==> config.mk <==
export PLATFORM = sky130hd
export DESIGN_NAME = branch_predictor_table
export DESIGN_NICKNAME = d
export VERILOG_FILES = /design/src/rtl/pipeline_types.sv /design/src/rtl/branch_predictor_table_btb_ram.sv /design/src/rtl/branch_predictor_table.sv
export SDC_FILE = /design/constraint.sdc
export NUM_CORES = 2
export LEC_CHECK = 0
export BUFFER_PORTS_ARGS = -buffer_cell sky130_fd_sc_hd__buf_4
export CELL_PAD_IN_SITES_DETAIL_PLACEMENT = 0
export CELL_PAD_IN_SITES_GLOBAL_PLACEMENT = 1
export CORE_UTILIZATION = 40
export CTS_CLUSTER_SIZE = 16
export DETAILED_ROUTE_END_ITERATION = 8
export GPL_TIMING_DRIVEN = 1
export PLACE_DENSITY = 0.58
export SETUP_SLACK_MARGIN = 0.5
export SYNTH_ARGS = -nofsm -noshare
export SYNTH_HDL_FRONTEND = slang
export SYNTH_SLANG_ARGS = --single-unit
==> constraint.sdc <==
create_clock -name clk -period 10.4 [get_ports clk]
set_clock_uncertainty 0.2 [all_clocks]
set_input_delay 2.08 -clock clk [delete_from_list [all_inputs] [get_ports clk]]
set_output_delay 2.08 -clock clk [all_outputs]
set_load 0.02 [all_outputs]
==> src/rtl/pipeline_types.sv <==
// Shared pipeline record types for the front end and the branch resolution path.
// Holds the resolution-side update record plus the predictor's own types and width helpers.
package pipeline_types;

    typedef struct packed {
        logic        update_en;
        logic        taken_or_not_actual;
        logic        branch_flush;
        logic [31:0] branch_actual_addr;
        logic [31:0] pc_dispatch;
    } branch_update;

    typedef struct packed {
        logic        valid;
        logic        taken;
        logic [31:0] target;
        logic [31:0] pc;
    } bpu_pred_t;

    typedef enum logic [1:0] {
        BPU_CNT_SNT = 2'b00,
        BPU_CNT_WNT = 2'b01,
        BPU_CNT_WT  = 2'b10,
        BPU_CNT_ST  = 2'b11
    } bpu_cnt_e;

    // Word-aligned PCs: index starts at bit 2, tag is everything above the index.
    function automatic int bpu_idx_w(input int depth);
        return $clog2(depth);
    endfunction

    function automatic int bpu_tag_w(input int depth);
        return 30 - $clog2(depth);
    endfunction

endpackage

==> src/rtl/branch_predictor_table_btb_ram.sv <==
// Direct-mapped branch target buffer: valid/tag/target per entry, one async read port
// and one write port. Only the valid bits are reset.
module btb_ram
    import pipeline_types::*;
#(
    parameter int DEPTH = 64,
    parameter int IDX_W = bpu_idx_w(DEPTH),
    parameter int TAG_W = bpu_tag_w(DEPTH)
) (
    input  logic             clk,
    input  logic             rst,
    input  logic [IDX_W-1:0] rd_idx,
    output logic             rd_valid,
    output logic [TAG_W-1:0] rd_tag,
    output logic [31:0]      rd_target,
    input  logic             wr_en,
    input  logic [IDX_W-1:0] wr_idx,
    input  logic [TAG_W-1:0] wr_tag,
    input  logic [31:0]      wr_target
);

    logic [DEPTH-1:0] valid_q;
    logic [DEPTH-1:0] valid_d;
    logic [TAG_W-1:0] tag_q    [DEPTH];
    logic [TAG_W-1:0] tag_d    [DEPTH];
    logic [31:0]      target_q [DEPTH];
    logic [31:0]      target_d [DEPTH];

    always_comb begin
        valid_d  = valid_q;
        tag_d    = tag_q;
        target_d = target_q;
        if (wr_en) begin
            valid_d[wr_idx]  = 1'b1;
            tag_d[wr_idx]    = wr_tag;
            target_d[wr_idx] = wr_target;
        end
    end

    always_ff @(posedge clk) begin
        if (rst) begin
            valid_q <= '0;
        end else begin
            valid_q <= valid_d;
        end
        tag_q    <= tag_d;
        target_q <= target_d;
    end

    // Reads return the state before any same-cycle write.
    assign rd_valid  = valid_q[rd_idx];
    assign rd_tag    = tag_q[rd_idx];
    assign rd_target = target_q[rd_idx];

endmodule

==> src/rtl/branch_predictor_table.sv <==
// Front-end branch predictor: 2-bit saturating BHT plus tagged BTB, trained by resolved
// branch updates, answering one fetch-PC query per cycle with a registered prediction.
module branch_predictor_table
    import pipeline_types::*;
#(
    parameter int BHT_DEPTH = 256,
    parameter int BTB_DEPTH = 64
) (
    input  logic         clk,
    input  logic         rst,
    input  logic         fetch_valid,
    input  logic         fetch_stall,
    input  logic [31:0]  fetch_pc,
    input  branch_update update_info,
    output logic         pred_valid,
    output logic         pre_is_branch_taken,
    output logic [31:0]  pre_branch_addr,
    output logic [31:0]  pred_pc
);

    localparam int BHT_IDX_W = bpu_idx_w(BHT_DEPTH);
    localparam int BTB_IDX_W = bpu_idx_w(BTB_DEPTH);
    localparam int BTB_TAG_W = bpu_tag_w(BTB_DEPTH);

    logic [BHT_IDX_W-1:0] q_bht_idx;
    logic [BTB_IDX_W-1:0] q_btb_idx;
    logic [BTB_TAG_W-1:0] q_tag;
    logic [BHT_IDX_W-1:0] u_bht_idx;
    logic [BTB_IDX_W-1:0] u_btb_idx;
    logic [BTB_TAG_W-1:0] u_tag;

    logic                 btb_rd_valid;
    logic [BTB_TAG_W-1:0] btb_rd_tag;
    logic [31:0]          btb_rd_target;
    logic                 btb_hit;
    logic                 q_taken;
    logic                 btb_wr_en;

    bpu_cnt_e  cnt_q [BHT_DEPTH];
    bpu_cnt_e  cnt_d [BHT_DEPTH];
    bpu_cnt_e  cnt_next;
    bpu_pred_t pred_q;
    bpu_pred_t pred_d;

    logic unused_bits;

    assign q_bht_idx = fetch_pc[BHT_IDX_W+1:2];
    assign q_btb_idx = fetch_pc[BTB_IDX_W+1:2];
    assign q_tag     = fetch_pc[31:BTB_IDX_W+2];
    assign u_bht_idx = update_info.pc_dispatch[BHT_IDX_W+1:2];
    assign u_btb_idx = update_info.pc_dispatch[BTB_IDX_W+1:2];
    assign u_tag     = update_info.pc_dispatch[31:BTB_IDX_W+2];

    // Only taken branches train the BTB; a not-taken target carries no information.
    assign btb_wr_en = update_info.update_en && update_info.taken_or_not_actual && !rst;

    btb_ram #(
        .DEPTH (BTB_DEPTH),
        .IDX_W (BTB_IDX_W),
        .TAG_W (BTB_TAG_W)
    ) u_btb_ram (
        .clk       (clk),
        .rst       (rst),
        .rd_idx    (q_btb_idx),
        .rd_valid  (btb_rd_valid),
        .rd_tag    (btb_rd_tag),
        .rd_target (btb_rd_target),
        .wr_en     (btb_wr_en),
        .wr_idx    (u_btb_idx),
        .wr_tag    (u_tag),
        .wr_target (update_info.branch_actual_addr)
    );

    assign btb_hit = btb_rd_valid && (btb_rd_tag == q_tag);
    assign q_taken = btb_hit &&
                     ((cnt_q[q_bht_idx] == BPU_CNT_WT) || (cnt_q[q_bht_idx] == BPU_CNT_ST));

    always_comb begin
        cnt_next = cnt_q[u_bht_idx];
        unique case (cnt_q[u_bht_idx])
            BPU_CNT_SNT: cnt_next = update_info.taken_or_not_actual ? BPU_CNT_WNT : BPU_CNT_SNT;
            BPU_CNT_WNT: cnt_next = update_info.taken_or_not_actual ? BPU_CNT_WT  : BPU_CNT_SNT;
            BPU_CNT_WT:  cnt_next = update_info.taken_or_not_actual ? BPU_CNT_ST  : BPU_CNT_WNT;
            BPU_CNT_ST:  cnt_next = update_info.taken_or_not_actual ? BPU_CNT_ST  : BPU_CNT_WT;
        endcase

        cnt_d = cnt_q;
        if (update_info.update_en) begin
            cnt_d[u_bht_idx] = cnt_next;
        end
    end

    // A stall freezes the outputs; an idle fetch slot clears them.
    always_comb begin
        pred_d = pred_q;
        if (!fetch_stall) begin
            if (fetch_valid) begin
                pred_d.valid  = 1'b1;
                pred_d.taken  = q_taken;
                pred_d.target = q_taken ? btb_rd_target : fetch_pc + 32'd4;
                pred_d.pc     = fetch_pc;
            end else begin
                pred_d = '0;
            end
        end
    end

    always_ff @(posedge clk) begin
        if (rst) begin
            pred_q <= '0;
            for (int i = 0; i < BHT_DEPTH; i++) begin
                cnt_q[i] <= BPU_CNT_WNT;
            end
        end else begin
            pred_q <= pred_d;
            cnt_q  <= cnt_d;
        end
    end

    assign pred_valid          = pred_q.valid;
    assign pre_is_branch_taken = pred_q.taken;
    assign pre_branch_addr     = pred_q.target;
    assign pred_pc             = pred_q.pc;

    assign unused_bits = ^{fetch_pc[1:0], update_info.pc_dispatch[1:0], update_info.branch_flush};

endmodule
==> impl_metrics.toml <==
[setup_path]
r2r_cells = 11
crit_type = "input port to flop"
r2r_slack_ns = 4.84
cp_num_buf_inv = 3
worstPathArrival_ns = 7.94
path_cells = "buf_16, buf_4, mux4_2, mux2_2, a221oi_1, o32ai_1, xnor2_1, nand3_1, or4_1, or4_2, buf_4, mux2i_1, o21ai_0"
cp_slowest_stage_delay_ns = 1.19
end_kind = "flop"
crit_path_start = "fetch_pc[2]"
r2r_end = "pre_branch_addr[8]"
path_depth = 13
worstSetupEndpoint = "pre_branch_addr[8]"
crit_path_top_delay_cell = "or4_2"
rr_startpoint = "u_btb_ram.tag_q[612]"
cpMostUsedCell = "buf_4"
worstPathMaxFanout = 62
path_delay_family = "simple AND/OR/NAND/NOR gates"
startpoint_type = "input port"
crit_required_ns = 11.02

[global_routing]
met3_usage = 0.0383
grt_usage = 0.260
grt_use_met2 = 0.422
busiest_layer = "met2"
antenna_found_initial = 36
use_met1 = 0.365
gr-total-overflow = 0
grt_pass1_wl_mm = 756
grt_max_degree = 131
grt_pass1_vias = 91056

[power_and_ir_drop]
peakVddDrop_mv = 0.154
p_leak_nw = 60.6
power.density_mw_per_mm2 = 188
p_total_mw = 35.6

[worst_hold_path]
worstHoldStart = "pre_branch_addr[3]"
whs_path_depth = 2
min_path_type = "flop to flop"

[synth]
synth_area_mm2 = 0.167
syn_nets = 8904
synthArstFlopShare = 0
ys_ff_latch = 4226
synth-warning-count = 0
synth-seq-area-share = 0.721
synth.avg_cell_area_um2 = 19.0
synth_cell_types = 74
synth_cells = 8800
synth_ff_type = "edfxtp_1"
synth_edf_count = 3584

[place]
hpwl_mm = 301
numPortBuffers = 165
placed_area_mm2 = 0.176
gp_congestion = 0.797

[timing]
min_period_over_period = 0.704
period_minus_slack_ns = 7.33
rsz0062_at_grt = "no"
hold_viol_final = 0
fmax_mhz = 136
tightest_slew_ns = 1.49
final_max_slew_viol_count = 0
setup_viol = 0
max_slew_margin = 0.00619
finalSetupTns_ns = 0

[die]
core_mm2 = 0.414
die_x_um = 648
num_rows = 236
initial_core_util = 0.403
dieArea_mm2 = 0.420
die_h_um = 648
ioPinCount = 169

[clocking]
cts_tree = "done"
clock-root-buffer = "clkbuf_16"
clk_pin_slew_worst_paths_ns = 0.06
clockBufferDepth = 4
cts-resized-gates = 0
cts.sinks = 4226
numCtsBuffers = 435
worstSkewPairLatency_ns = 1.01
cts_hold_buffers = 0
htree_levels = 5
cts_setup_buffers = 0

[finish]
final_cell_area_mm2 = 0.190
finalNetCount = 9218
synthToLayoutAreaGrowth_pct = 13.5
fillCellCount = 35033
drive_above_1_share = 0.255

[routing]
vias_per_cell = 6.18
drc = 0
ant_nets = 0
via_count = 92462
drt_wl_total_mm = 554
first_iter_violations = 11533
wl_per_cell_um = 37.0
first_pass_iters = 5

[job]
maxCapViolCount = 0

[outcome]
outcome = "finished, final reports clean"
-- worst reg2reg max path: stages (launching register included) --
cell	delay, ns
edfxtp_1	0.36
mux4_2	0.48
mux2i_1	0.31
o22ai_1	0.20
o21ai_0	0.60
a21oi_1	0.13
or4b_1	0.49
or4_1	0.70
or4_2	1.19
buf_4	0.46
mux2i_1	0.20
o21ai_0	0.11
-- stage by stage --
step                hold WS [ns]   util  setup WS [ns]  cells
floorplan                  0.235      -           1.52   8800
global placement           0.244  0.424           2.09  14151
detailed placement         0.249  0.424           2.09  14151
CTS                        0.265  0.457           3.17  14950
global route               0.284  0.457           2.96  14952
finish                     0.265  0.457           3.07  14961
-- registers in the layout (all words and copies together) (netlist names) --
signal	cells
pre_branch_addr	32
pre_is_branch_taken	1
pred_valid	1
u_btb_ram.target_q	2048
u_btb_ram.tag_q	1536
u_btb_ram.valid_q	64
cnt_q	512
pred_pc	32
-- logic make-up (layout without fill, tap and decap cells) --
family                   Yosys count  after routing  share of synthesized area
flip-flops                      4226           4226                      0.721
AND/OR/NAND/NOR                 1567           1567                     0.0455
multiplexers                    1507           1507                      0.182
AO/OA/AOI/OAI                    883            883                     0.0335
buffers and inverters            577           1253                     0.0153
XOR/XNOR                          38             38                    0.00199
adder cells (fa/ha/maj)            2              2                   0.000135
other                              0             11                          0
-- power by group --
part	switching, mW	internal, mW
sequential	0.0152	18.4
clock	6.63	8.76
combinational	1.21	0.630
-- area by class of cell --
cell class	instances	area, µm²	area share
Antenna cell	11	27.5	0.000145
Clock buffer	554	11700	0.0620
Multi-Input combinational cell	3997	44500	0.235
Clock inverter	245	2090	0.0110
Inverter	12	58.8	0.000310
Tap cell	5474	6850	0.0361
Sequential cell	4226	120000	0.636
Timing Repair Buffer	442	3770	0.0199
-- synth_stat cells (all sizes together), types with 28 or more instances --
cell	number	share of area
edfxtp	3584	0.64
mux4	1223	0.16
dfxtp	642	0.077
nor2	505	0.011
nand2	362	0.0081
clkbuf	320	0.0072
a21oi	278	0.0083
nor3	275	0.0082
mux2i	261	0.016
buf	245	0.0078
o21ai	205	0.0061
nand3b	148	0.0067
nor3b	118	0.0053
a21o	116	0.0052
a22oi	92	0.0041
nand3	53	0.0016
o221ai	28	0.0015
-- worst min-delay path by stage --
| stage | endpoint |
|---|---|
| floorplan | u_btb_ram.valid_q[12] |
| global placement | u_btb_ram.valid_q[60] |
| detailed placement | pre_branch_addr[2] |
| CTS | pre_branch_addr[2] |
| global route | pre_branch_addr[2] |
| finish | pre_branch_addr[3] |
-- placed cells by master, fill, tap and decap left out, types with 20 or more instances in the layout --
cell / n
a21o_1: 116
a21oi_1: 278
a221oi_1: 25
a22oi_1: 92
and3_1: 20
buf_12: 31
buf_4: 403
bufinv_16: 33
clkbuf_1: 90
clkbuf_16: 447
clkinv_1: 96
clkinv_2: 87
dfxtp_1: 642
edfxtp_1: 3584
mux2_2: 23
mux2i_1: 261
mux4_2: 1223
nand2_1: 362
nand3_1: 53
nand3b_1: 148
nor2_1: 432
nor2_4: 60
nor3_1: 267
nor3b_1: 118
o21ai_0: 204
o221ai_1: 28
xnor2_1: 22
-- per-layer routing --
layer,wire length (µm),part of all wire
met5,34,0.000061
met4,18400,0.033
met3,40700,0.073
met2,265000,0.48
met1,230000,0.41
(Power assumes the default switching activity.)
